===== src/rtl/tetris_pkg.sv =====
// Shared encodings for the Tetris play sequencer: checker op codes, FSM state
// encoding (exported on state_dbg) and pending-flag helpers.
package tetris_pkg;

    localparam logic [2:0] OP_DOWN  = 3'd0;
    localparam logic [2:0] OP_LEFT  = 3'd1;
    localparam logic [2:0] OP_RIGHT = 3'd2;
    localparam logic [2:0] OP_ROT   = 3'd3;
    localparam logic [2:0] OP_SPAWN = 3'd4;

    typedef enum logic [2:0] {
        ST_IDLE      = 3'd0,
        ST_SPAWN     = 3'd1,
        ST_SPAWN_CHK = 3'd2,
        ST_PLAY      = 3'd3,
        ST_CHECK     = 3'd4,
        ST_LOCK      = 3'd5,
        ST_CLEAR     = 3'd6,
        ST_OVER      = 3'd7
    } state_e;

    // Pending-flag bit positions: gravity, rotate, left, right
    localparam int unsigned PF_G  = 0;
    localparam int unsigned PF_R  = 1;
    localparam int unsigned PF_L  = 2;
    localparam int unsigned PF_RT = 3;

    function automatic logic [2:0] pick_op(input logic [3:0] pend);
        if (pend[PF_G]) return OP_DOWN;
        if (pend[PF_R]) return OP_ROT;
        if (pend[PF_L]) return OP_LEFT;
        return OP_RIGHT;
    endfunction

    function automatic logic [3:0] op_flag(input logic [2:0] op);
        logic [3:0] f;
        f = '0;
        case (op)
            OP_DOWN:  f[PF_G]  = 1'b1;
            OP_ROT:   f[PF_R]  = 1'b1;
            OP_LEFT:  f[PF_L]  = 1'b1;
            OP_RIGHT: f[PF_RT] = 1'b1;
            default:  f = '0;
        endcase
        return f;
    endfunction

endpackage


===== src/rtl/btn_edge_det.sv =====
// Registered rising-edge detector for a debounced button level; the pulse
// lags the level change by one clock.
module btn_edge_det (
    input  logic clk,
    input  logic resetn,
    input  logic lvl_i,
    output logic rise_o
);

    logic lvl_q;
    logic rise_q;

    always_ff @(posedge clk or negedge resetn) begin
        if (!resetn) begin
            lvl_q  <= 1'b0;
            rise_q <= 1'b0;
        end else begin
            lvl_q  <= lvl_i;
            rise_q <= lvl_i & ~lvl_q;
        end
    end

    assign rise_o = rise_q;

endmodule


===== src/rtl/tetris_play_sequencer.sv =====
// Play-state controller for the Tetris core: spawn, gravity, moves, lock, clear.
// Optional grounded-counter lock delay is enabled by `define TETRIS_LOCK_DELAY_EN.
module tetris_play_sequencer
    import tetris_pkg::*;
#(
    parameter int unsigned LOCK_DELAY = 2
) (
    input  logic       clk,
    input  logic       resetn,
    input  logic       start,
    input  logic       tick_fall,
    input  logic       tick_fast,
    input  logic       btn_up,
    input  logic       btn_left,
    input  logic       btn_right,
    input  logic       btn_down,
    output logic       chk_req,
    output logic [2:0] chk_op,
    input  logic       chk_ack,
    input  logic       chk_ok,
    output logic       commit,
    output logic       ld_cur,
    output logic       ld_next,
    output logic       lock,
    output logic       clear_req,
    input  logic       clear_done,
    output logic       game_over,
    output logic [2:0] state_dbg
);

    state_e     state_q;
    logic [3:0] pend_q, pend_d, pend_set;
    logic [2:0] chk_op_q;
    logic       chk_req_q, commit_q, ld_q, lock_q, clear_req_q, game_over_q;
    logic       up_rise, left_rise, right_rise;

`ifdef TETRIS_LOCK_DELAY_EN
    localparam logic [2:0] LD3 = 3'(LOCK_DELAY);
    logic [2:0] cnt_q;
`else
    // LOCK_DELAY stays on the interface for drop-in compatibility only
    logic unused_lock_delay;
    assign unused_lock_delay = ^LOCK_DELAY;
`endif

    btn_edge_det u_up    (.clk(clk), .resetn(resetn), .lvl_i(btn_up),    .rise_o(up_rise));
    btn_edge_det u_left  (.clk(clk), .resetn(resetn), .lvl_i(btn_left),  .rise_o(left_rise));
    btn_edge_det u_right (.clk(clk), .resetn(resetn), .lvl_i(btn_right), .rise_o(right_rise));

    // Same-cycle sets feed PLAY directly so a tick is serviced on the next edge
    always_comb begin
        pend_set = '0;
        if (state_q == ST_PLAY || state_q == ST_CHECK)
            pend_set = {right_rise, left_rise, up_rise, tick_fall | (tick_fast & btn_down)};
        pend_d = pend_q | pend_set;
        if (state_q == ST_SPAWN)
            pend_d = '0;
        else if (state_q == ST_CHECK && chk_ack)
            pend_d = (pend_q & ~op_flag(chk_op_q)) | pend_set;
    end

    always_ff @(posedge clk or negedge resetn) begin
        if (!resetn) begin
            state_q     <= ST_IDLE;
            pend_q      <= '0;
            chk_op_q    <= '0;
            chk_req_q   <= 1'b0;
            commit_q    <= 1'b0;
            ld_q        <= 1'b0;
            lock_q      <= 1'b0;
            clear_req_q <= 1'b0;
            game_over_q <= 1'b0;
`ifdef TETRIS_LOCK_DELAY_EN
            cnt_q       <= '0;
`endif
        end else begin
            commit_q <= 1'b0;
            ld_q     <= 1'b0;
            lock_q   <= 1'b0;
            pend_q   <= pend_d;
            case (state_q)
                ST_IDLE: begin
                    if (start) begin
                        ld_q    <= 1'b1;
                        state_q <= ST_SPAWN;
                    end
                end
                ST_SPAWN: begin
`ifdef TETRIS_LOCK_DELAY_EN
                    cnt_q     <= '0;
`endif
                    chk_req_q <= 1'b1;
                    chk_op_q  <= OP_SPAWN;
                    state_q   <= ST_SPAWN_CHK;
                end
                ST_SPAWN_CHK: begin
                    if (chk_ack) begin
                        chk_req_q <= 1'b0;
                        if (chk_ok) begin
                            state_q <= ST_PLAY;
                        end else begin
                            game_over_q <= 1'b1;
                            state_q     <= ST_OVER;
                        end
                    end
                end
                ST_PLAY: begin
                    if (|pend_d) begin
                        chk_op_q  <= pick_op(pend_d);
                        chk_req_q <= 1'b1;
                        state_q   <= ST_CHECK;
                    end
                end
                ST_CHECK: begin
                    if (chk_ack) begin
                        chk_req_q <= 1'b0;
                        if (chk_ok) begin
                            commit_q <= 1'b1;
`ifdef TETRIS_LOCK_DELAY_EN
                            if (chk_op_q == OP_DOWN)
                                cnt_q <= '0;
`endif
                            state_q <= ST_PLAY;
                        end else if (chk_op_q == OP_DOWN) begin
`ifdef TETRIS_LOCK_DELAY_EN
                            if (cnt_q >= LD3 - 3'd1) begin
                                cnt_q   <= LD3;
                                lock_q  <= 1'b1;
                                state_q <= ST_LOCK;
                            end else begin
                                cnt_q   <= cnt_q + 3'd1;
                                state_q <= ST_PLAY;
                            end
`else
                            lock_q  <= 1'b1;
                            state_q <= ST_LOCK;
`endif
                        end else begin
                            state_q <= ST_PLAY;
                        end
                    end
                end
                ST_LOCK: begin
                    clear_req_q <= 1'b1;
                    state_q     <= ST_CLEAR;
                end
                ST_CLEAR: begin
                    if (clear_done) begin
                        clear_req_q <= 1'b0;
                        ld_q        <= 1'b1;
                        state_q     <= ST_SPAWN;
                    end
                end
                ST_OVER: begin
                    if (start) begin
                        game_over_q <= 1'b0;
                        ld_q        <= 1'b1;
                        state_q     <= ST_SPAWN;
                    end
                end
                default: state_q <= ST_IDLE;
            endcase
        end
    end

    assign chk_req   = chk_req_q;
    assign chk_op    = chk_op_q;
    assign commit    = commit_q;
    assign ld_cur    = ld_q;
    assign ld_next   = ld_q;
    assign lock      = lock_q;
    assign clear_req = clear_req_q;
    assign game_over = game_over_q;
    assign state_dbg = state_q;

endmodule

===== config.mk =====
export PLATFORM = sky130hd
export DESIGN_NAME = tetris_play_sequencer
export DESIGN_NICKNAME = d
export VERILOG_FILES = /design/src/rtl/tetris_pkg.sv /design/src/rtl/btn_edge_det.sv /design/src/rtl/tetris_play_sequencer.sv
export SDC_FILE = /design/constraint.sdc
export NUM_CORES = 1
export LEC_CHECK = 0
export ABC_CLOCK_PERIOD_IN_PS = 1800
export BUFFER_PORTS_ARGS = -buffer_cell sky130_fd_sc_hd__buf_4
export CAP_MARGIN = 15
export CORE_UTILIZATION = 30
export CTS_BUF_LIST = sky130_fd_sc_hd__clkbuf_8
export CTS_CLUSTER_DIAMETER = 120
export DETAILED_ROUTE_END_ITERATION = 10
export PLACE_DENSITY = 0.6
export SLEW_MARGIN = 20
export SYNTH_ARGS = -nofsm -noshare
export SYNTH_HDL_FRONTEND = slang
export SYNTH_SLANG_ARGS = --single-unit

===== constraint.sdc =====
create_clock -name clk -period 1.8 [get_ports clk]
set_input_delay 0.27 -clock clk [delete_from_list [all_inputs] [get_ports clk]]
set_output_delay 0.27 -clock clk [all_outputs]
set_load 0.005 [all_outputs]

==> flow_metrics.tcl, run 1 <==
set metrics [dict create \
    async_flop_share_pct 100 \
    path_clk_slew_ns 0.08 \
    hold_slack_ns 0.124 \
    vias 1046 \
    min_period_over_period_pct 99.5 \
    cp-start-kind "flop" \
    ys.flop_type "dfrtp_1" \
    grt_pass1_vias 1055 \
    mostFrequentLayoutCell "buf_4" \
    drc_errors 0 \
    arrival_ns 1.95 \
    fin_nets 172 \
    ir_drop_v 0.000755 \
    netlist_area_mm2 0.00114 \
    outcome "completed" \
    syn_avg_cell_area_um2 10.4 \
    crit_required_ns 1.95 \
    drt_pass1_iterations 4 \
    die_x_um 63.7 \
    layoutNonFillerInstCount 207 \
    powerDensity_mw_per_mm2 1680 \
    grt_start_max_net_pins 23 \
    synth_seq_cells 22 \
    layout_common_cells "buf_4 (50), dfrtp_1 (21), nand2_1 (9)" \
    finalHoldViolCount 0 \
    tritoncts "yes" \
    die_h_um 63.7 \
    io_pins 25 \
    hold_path_class "primary input to flop" \
    ys_warn_count 0 \
    totalWireLength_um 2790 \
    crit_path_end_kind "flop" \
    synth_edf_count 0 \
    place_inst 198 \
    path_delay_family "simple AND/OR/NAND/NOR gates" \
    crit_chain "or3b_4 > o211ai_1 > nand4_2 > buf_4 > o32ai_1 > nor2_1" \
    h-tree-depth 1 \
    min_path_cells 1 \
    clock.fmax_mhz 558 \
    gp_congestion 0.880 \
    ant_nets 0 \
    period_minus_slack_ns 1.79 \
    row_count 22 \
    crit_fanout 5 \
    cpPeakStageDelay_ns 0.46 \
    overflow 0 \
    reg2reg_depth 6 \
    finalSetupViolations 0 \
    crit_type "flop to flop" \
    wl_per_cell_um 13.5 \
    cts_root_buffer "clkbuf_8" \
    area_growth_pct 43.3 \
    netlist_instances 110 \
    cp_slowest_cell "or3b_4" \
    numCtsBuffers 3 \
    rsz0062_at_grt "yes" \
    dp_hpwl_um 2100 \
    setup_tns_ns 0 \
    worst-path-buf-inv 1 \
    core_mm2 0.00366 \
    tightest_slew_ns 0.291 \
    leakage_uw 0.000755 \
    relSlewSlack_pct 80.6 \
    n_antenna_cell 0 \
    io_buffers 24 \
    drt_iter0_drc 82 \
    start_util_pct 31.2 \
    dieArea_mm2 0.00406 \
    syn_nets 122 \
    drv_cap 0 \
    clock_latency_ns 0.26 \
    fillers 358 \
    place_ws_ns -0.0531 \
    cts.sinks 22 \
    antenna_found_initial 0 \
    grt.total_usage_pct 14.9 \
    cp.depth 6 \
    synth_cell_type_count 44 \
    yosysSeqAreaShare_pct 48.2 \
    worst_slack_ns 0.00861 \
    cts_max_path_buffers 2 \
    drv_slew 0 \
    clock_skew_ns 0.00975 \
    avgViaCountPerCell 5.05 \
    final_layout_size_suffix_gt1_share_pct 43.4 \
    grt_pass1_wl_um 4730 \
]
==> metal layers <==
layer / global-route usage, % / wire, um / up-vias
met5: 0 / 0 / -
met4: 3.69 / 25 / 0
met3: 3.80 / 143 / 4
met2: 26.1 / 1410 / 34
met1: 18.1 / 1200 / 511
li1: - / - / 497
==> layout make-up <==
type / instances / area, um^2 / share of cell area (%)
flip-flops and latches: 22 / 552 / 33.7
well taps: 48 / 60.1 / 3.67
multi-input cells: 77 / 558 / 34.1
repair buffers: 52 / 397 / 24.2
clock buffers: 4 / 55.1 / 3.36
inverters: 4 / 15.0 / 0.917
==> Yosys cell counts (all sizes together) (2+ instances only) <==
| cell | number | area (um^2) |
|---|---|---|
| o21ai | 11 | 55.1 |
| nand2b | 2 | 12.5 |
| dfrtp | 22 | 551 |
| a31oi | 2 | 12.5 |
| o311ai | 2 | 35.0 |
| nor2 | 4 | 17.5 |
| and2 | 2 | 12.5 |
| o211ai | 3 | 22.5 |
| nand4 | 3 | 25.0 |
| inv | 4 | 15.0 |
| nor2b | 5 | 31.3 |
| a21oi | 4 | 20.0 |
| buf | 4 | 35.0 |
| nand3 | 5 | 25.0 |
| a221oi | 2 | 17.5 |
| nand2 | 9 | 33.8 |
| o21a | 2 | 15.0 |
| or2 | 2 | 12.5 |
| a2bb2oi | 2 | 17.5 |
| nor3b | 2 | 20.0 |
| clkbuf | 3 | 11.3 |
==> cell families (layout without fill, tap and decap cells) <==
family | Yosys count | after routing | synth area share, %
flops | 22 | 22 | 48.2
mux | 2 | 2 | 1.86
simple gates | 40 | 40 | 22.2
compound gates | 34 | 34 | 21.6
xor+xnor | 1 | 1 | 0.767
buf+inv | 11 | 60 | 5.37
==> power by group <==
part / switching, uW / internal, uW
registers: 129 / 652
clock network: 153 / 195
logic: 730 / 885
total: 1010 / 1730
==> state kept, by name (all words and copies together) (netlist names) <==
name,flops
commit,1
ld_cur,1
chk_req,1
game_over,1
u_right.lvl_q,1
chk_op,3
lock,1
pend_q,4
u_up.rise_o,1
clear_req,1
u_right.rise_o,1
u_up.lvl_q,1
u_left.rise_o,1
state_dbg,3
u_left.lvl_q,1
==> worst paths after layout <==
kind                       slack [ns]                     start                  endpoint
min                              0.12                    btn_up      u_up.lvl_q$_DFF_PN0_
max in group asynchronous        1.13                    resetn  state_dbg[0]$_DFFE_PN0P_
min reg2reg                      0.40      u_up.lvl_q$_DFF_PN0_     u_up.rise_o$_DFF_PN0_
min in group asynchronous        0.43                    resetn          ld_cur$_DFF_PN0_
max reg2reg                     0.009  state_dbg[2]$_DFFE_PN0P_  state_dbg[2]$_DFFE_PN0P_
max                             0.009  state_dbg[2]$_DFFE_PN0P_  state_dbg[2]$_DFFE_PN0P_
==> per-stage QoR <==
stage	area [um^2]	total power [uW]	util (%)
CTS	1600	2720	43.8
detailed placement	1510	2290	41.2
global route	1640	2940	44.7
global placement	1510	2270	41.2
finish	1640	2740	44.7
floorplan	1140	1590	-
==> what timing repair did <==
item | CTS | global route
pin swaps | 4 | 4
endpoints found under the setup margin | 7 | 7
resized for setup | 6 | 3
hold buffers | 1 | 0
hold endpoints to repair | 22 | 0
buffers inserted | 1 | 3
(Power assumes the default switching activity.)
==> run 2: changes to the inputs <==
--- a/config.mk
+++ b/config.mk
@@ -8,11 +8,11 @@
 export ABC_CLOCK_PERIOD_IN_PS = 1800
 export BUFFER_PORTS_ARGS = -buffer_cell sky130_fd_sc_hd__buf_4
 export CAP_MARGIN = 15
-export CORE_UTILIZATION = 30
+export CORE_UTILIZATION = 42
 export CTS_BUF_LIST = sky130_fd_sc_hd__clkbuf_8
 export CTS_CLUSTER_DIAMETER = 120
 export DETAILED_ROUTE_END_ITERATION = 10
-export PLACE_DENSITY = 0.6
+export PLACE_DENSITY = 0.76
 export SLEW_MARGIN = 20
 export SYNTH_ARGS = -nofsm -noshare
 export SYNTH_HDL_FRONTEND = slang
==> flow_metrics.tcl, run 2 (same netlist as run 1, synthesis figures left out) <==
set metrics [dict create \
    multiInputGateArea_um2 603 \
    final_layout_size_suffix_gt1_share_pct 39.7 \
    crit_required_ns 1.95 \
    top_layer "met4" \
    reg2reg_depth 5 \
    avgViaCountPerCell 5.71 \
    leakage_uw 0.000708 \
    wl_per_cell_um 16.1 \
    io_pins 25 \
    met3_length_um 109 \
    die_h_um 54.2 \
    pwr-share-clk_pct 16.5 \
    totalWireLength_um 2840 \
    ir_drop_v 0.00105 \
    dpl-instance-area_mm2 0.00142 \
    finalSetupViolations 1 \
    gp_congestion 0.892 \
    area_growth_pct 38.4 \
    start_util_pct 45.3 \
    ant_nets 0 \
    crit_type "flop to flop" \
    vias 1005 \
    pwr-share-comb_pct 55.9 \
    grt_pass1_vias 959 \
    n_antenna_cell 0 \
    clock.fmax_mhz 548 \
    seqPwrFrac_pct 27.6 \
    antenna_found_initial 0 \
    worst_slack_ns -0.0247 \
    path_clk_slew_ns 0.08 \
    top_register "pend_q" \
    switching_power_uw 1100 \
    cp-start-kind "flop" \
    min_path_cells 1 \
    reg2reg_to "chk_op[0]$_DFFE_PN0P_" \
    p_total_uw 2820 \
    cts_root_buffer "clkbuf_8" \
    met1Wirelength_um 1250 \
    violations "setup timing" \
    grt_pass1_wl_um 4340 \
    seq_area_um2 552 \
    drv_cap 0 \
    swShare_pct 38.8 \
    hold_end "u_right.lvl_q$_DFF_PN0_" \
    h-tree-depth 1 \
    overflow 0 \
    p_int_uw 1730 \
    hold_slack_ns 0.113 \
    tightest_slew_ns 0.335 \
    final_util_pct 62.7 \
    largest_reg_flops 4 \
    cts.sinks 22 \
    io_buffers 24 \
    layoutNonFillerInstCount 176 \
    drt_pass1_iterations 4 \
    drc_errors 0 \
    clock_skew_ns 0.00331 \
    hold_path_class "primary input to flop" \
    numCtsBuffers 3 \
    place_inst 171 \
    crit_path_end_kind "flop" \
    mostFrequentLayoutCell "buf_4" \
    clock_latency_ns 0.27 \
    drt_iter0_drc 27 \
    dieArea_mm2 0.00293 \
    min_period_over_period_pct 101 \
    grt_start_max_net_pins 23 \
    rsz0062_at_grt "yes" \
    wl_met2_um 1460 \
    relSlewSlack_pct 77.6 \
    regToRegStartpoint "state_dbg[2]$_DFFE_PN0P_" \
    row_count 18 \
    die_x_um 54.2 \
    dp_hpwl_um 1950 \
    fillers 214 \
    post-cts-setup-buffers 0 \
    arrival_ns 1.98 \
    finalHoldViolCount 0 \
    min_from "btn_right" \
    period_minus_slack_ns 1.82 \
    tritoncts "yes" \
    r2r_setup_slack_ns -0.02 \
    crit_fanout 5 \
    cts_max_path_buffers 2 \
    powerDensity_mw_per_mm2 1780 \
    outcome "finished, violations left" \
    fin_nets 159 \
    layout_common_cells "buf_4 (36), dfrtp_1 (21), nand2_1 (9)" \
    drv_slew 0 \
    fin_area_mm2 0.00158 \
    grt.total_usage_pct 20.8 \
    core_mm2 0.00252 \
]
## run 2: cell types whose count changed in the layout (fill, tap and decap cells not counted), sizes merged
cell | previous run | this run
buf | 51 | 38
bufinv | 0 | 1
clkbuf | 4 | 3
## run 2: cell type report
cell class                 instances  area share [%]
clock buffer                       3            2.61
multi-input combinational         77            38.1
sequential                        22            34.9
tap                               30            2.37
clock inverter                     1            1.90
timing repair buffer              39            19.1
inverter                           4           0.949
## run 2: power by group through the flow
stage / clock, uW / sequential [uW] / combinational (uW)
final: 464 / 779 / 1580
after global routing: 490 / 790 / 1700
after CTS: 469 / 763 / 1390
after detailed placement: 0 / 769 / 1350
after global placement: 0 / 759 / 1330
after floorplan: 0 / 786 / 804
## run 2: worst max-delay path by stage
stage | from | end | slack (ns) | depth (start not counted)
floorplan | state_dbg[1]$_DFFE_PN0P_ | chk_op[0]$_DFFE_PN0P_ | 0.003 | 6
detailed placement | state_dbg[2]$_DFFE_PN0P_ | chk_op[0]$_DFFE_PN0P_ | -0.01 | 5
global placement | state_dbg[2]$_DFFE_PN0P_ | chk_op[0]$_DFFE_PN0P_ | 0.03 | 5
global route | state_dbg[1]$_DFFE_PN0P_ | chk_op[0]$_DFFE_PN0P_ | -0.07 | 5
CTS | state_dbg[0]$_DFFE_PN0P_ | chk_op[0]$_DFFE_PN0P_ | 0.003 | 7
finish | state_dbg[2]$_DFFE_PN0P_ | chk_op[0]$_DFFE_PN0P_ | -0.02 | 5
## run 2: what timing repair did
action                                  in CTS  in global routing
hold buffers                                 1                  0
hold endpoints to repair                    22                  0
pin swaps                                    1                  6
gates resized for setup                      2                 14
endpoints found under the setup margin       2                  7
## run 2: stage by stage
step	setup TNS, ns	setup slack (ns)
2_1_floorplan	0	0.00340
4_1_cts	0	0.00311
3_5_place_dp	-0.0143	-0.0143
3_3_place_gp	0	0.0336
5_1_grt	-0.306	-0.0750
6_report	-0.0247	-0.0247
## run 2: critical path, stage by stage, from the launching register on
cell and delay (ns):
dfrtp_2 0.46, or3b_4 0.45, o211ai_1 0.19, nand4_4 0.18, nor2b_1 0.17, a311o_1 0.27
## run 2: metal layers
metal | global-route usage [%] | vias to the layer above
li1 | - | 477
met1 | 27.3 | 490
met2 | 33.7 | 34
met3 | 3.67 | 4
met4 | 7.69 | 0
met5 | 0 | -
==> run 3: changes to the inputs <==
--- a/config.mk
+++ b/config.mk
@@ -13,6 +13,7 @@
 export CTS_CLUSTER_DIAMETER = 120
 export DETAILED_ROUTE_END_ITERATION = 10
 export PLACE_DENSITY = 0.76
+export RECOVER_POWER = 25
 export SLEW_MARGIN = 20
 export SYNTH_ARGS = -nofsm -noshare
 export SYNTH_HDL_FRONTEND = slang
==> flow_metrics.tcl, run 3 (same netlist as run 1, synthesis figures left out) <==
set metrics [dict create \
    outcome "finished, violations left" \
    violations "setup timing" \
    crit_chain "or3b_4 > o211ai_1 > nand4_4 > nor2b_1 > a311o_1" \
    rsz0062_at_grt "yes" \
    clock_latency_ns 0.27 \
    hold_slack_ns 0.136 \
    met3_length_um 103 \
    fin_nets 159 \
    wl_per_cell_um 16.1 \
    period_minus_slack_ns 1.83 \
    clock_skew_ns 0.00326 \
    overflow 0 \
    crit_path_end_kind "flop" \
    gp_congestion 0.892 \
    start_util_pct 45.3 \
    path_clk_slew_ns 0.08 \
    cpPeakStageDelay_ns 0.46 \
    cts_max_path_buffers 2 \
    hold_path_class "primary input to flop" \
    ant_nets 0 \
    top_layer "met4" \
    core_mm2 0.00252 \
    antenna_found_initial 0 \
    wl_met2_um 1450 \
    crit_required_ns 1.95 \
    mostFrequentLayoutCell "buf_4" \
    cp-start-kind "flop" \
    arrival_ns 1.98 \
    tightest_slew_ns 0.543 \
    die_h_um 54.2 \
    largest_reg_flops 4 \
    r2r_setup_slack_ns -0.03 \
    met1Wirelength_um 1260 \
    crit_start "state_dbg[2]$_DFFE_PN0P_" \
    grt_pass1_vias 959 \
    crit_fanout 5 \
    leakage_uw 0.000707 \
    io_pins 25 \
    avgViaCountPerCell 5.69 \
    p_total_uw 2820 \
    reg2reg_to "chk_op[0]$_DFFE_PN0P_" \
    reg2reg_depth 5 \
    drt_pass1_iterations 4 \
    place_inst 171 \
    area_growth_pct 38.2 \
    n_antenna_cell 0 \
    drv_slew 0 \
    numCtsBuffers 3 \
    relSlewSlack_pct 63.8 \
    layout_common_cells "buf_4 (32), dfrtp_1 (21), nand2_1 (9)" \
    drc_errors 0 \
    min_period_over_period_pct 101 \
    top_register "pend_q" \
    cts_root_buffer "clkbuf_8" \
    row_count 18 \
    grt.total_usage_pct 20.8 \
    cts.sinks 22 \
    regToRegStartpoint "state_dbg[2]$_DFFE_PN0P_" \
    grt_pass1_wl_um 4340 \
    totalWireLength_um 2840 \
    h-tree-depth 1 \
    setup_tns_ns -0.0255 \
    drv_cap 0 \
    layoutNonFillerInstCount 176 \
    dieArea_mm2 0.00293 \
    drt_iter0_drc 27 \
    clock.fmax_mhz 548 \
    io_buffers 24 \
    crit_end "chk_op[0]$_DFFE_PN0P_" \
    cp_slowest_cell "dfrtp_2" \
    worst_slack_ns -0.0255 \
    vias 1001 \
    final_layout_size_suffix_gt1_share_pct 39.7 \
    dp_hpwl_um 1950 \
    finalHoldViolCount 0 \
    ir_drop_v 0.00105 \
    die_x_um 54.2 \
    grt_start_max_net_pins 23 \
    powerDensity_mw_per_mm2 1790 \
    finalSetupViolations 1 \
    place_ws_ns -0.0143 \
    fillers 215 \
    crit_type "flop to flop" \
    tritoncts "yes" \
]
[run 3: cell count changes in the layout (fill, tap and decap cells not counted)]
cell      change
clkbuf_2      +1
buf_4         -4
clkbuf_4      +3
[run 3: worst min path at each step]
| stage | from | end | slack, ns | cells after the start |
|---|---|---|---|---|
| floorplan | resetn | chk_op[0]$_DFFE_PN0P_ | -0.03 | 0 |
| global placement | resetn | ld_cur$_DFF_PN0_ | 0.18 | 1 |
| detailed placement | resetn | game_over$_DFFE_PN0P_ | 0.18 | 1 |
| CTS | btn_right | u_right.lvl_q$_DFF_PN0_ | 0.11 | 1 |
| global route | btn_up | u_up.lvl_q$_DFF_PN0_ | 0.12 | 1 |
| finish | btn_right | u_right.lvl_q$_DFF_PN0_ | 0.14 | 1 |
[run 3: metal layers]
metal / vias up / global-route usage [%]
li1: 477 / -
met1: 488 / 27.3
met2: 32 / 33.7
met3: 4 / 3.67
met4: 0 / 7.69
met5: - / 0
[run 3: per-stage QoR]
stage	utilization, %	area, um^2
detailed placement	56.3	1420
global placement	56.3	1420
CTS	59.8	1510
finish	62.6	1580
global route	62.6	1580
floorplan	-	1140
[run 3: power breakdown]
part	internal [uW]	switching [uW]	total [uW]	leakage, uW
registers	652	127	779	0.000272
logic	777	803	1580	0.000399
clock network	297	167	464	0.0000357
total	1730	1100	2820	0.000707
[run 3: cell type report]
type / instances / area [um^2] / area share (%)
multi-input combinational: 77 / 603 / 38.2
timing repair buffer: 39 / 300 / 19.0
clock buffer: 3 / 41.3 / 2.61
clock inverter: 1 / 30.0 / 1.90
sequential: 22 / 552 / 34.9
inverter: 4 / 15.0 / 0.951
tap: 30 / 37.5 / 2.38
[run 3: critical path: cells and delay by family (launching register included)]
| family | cells | cell delay, ns |
|---|---|---|
| and+or+nand+nor | 3 | 0.80 |
| DFF | 1 | 0.46 |
| AOI/OAI and AO/OA | 2 | 0.46 |
[run 3: timing repair]
action                                  CTS  global route
hold buffers                              1             0
pin swaps                                 1             6
endpoints found under the hold margin    22             0
buffers inserted                          0             0
endpoints found under the setup margin    2             7
resized for setup                         2            14
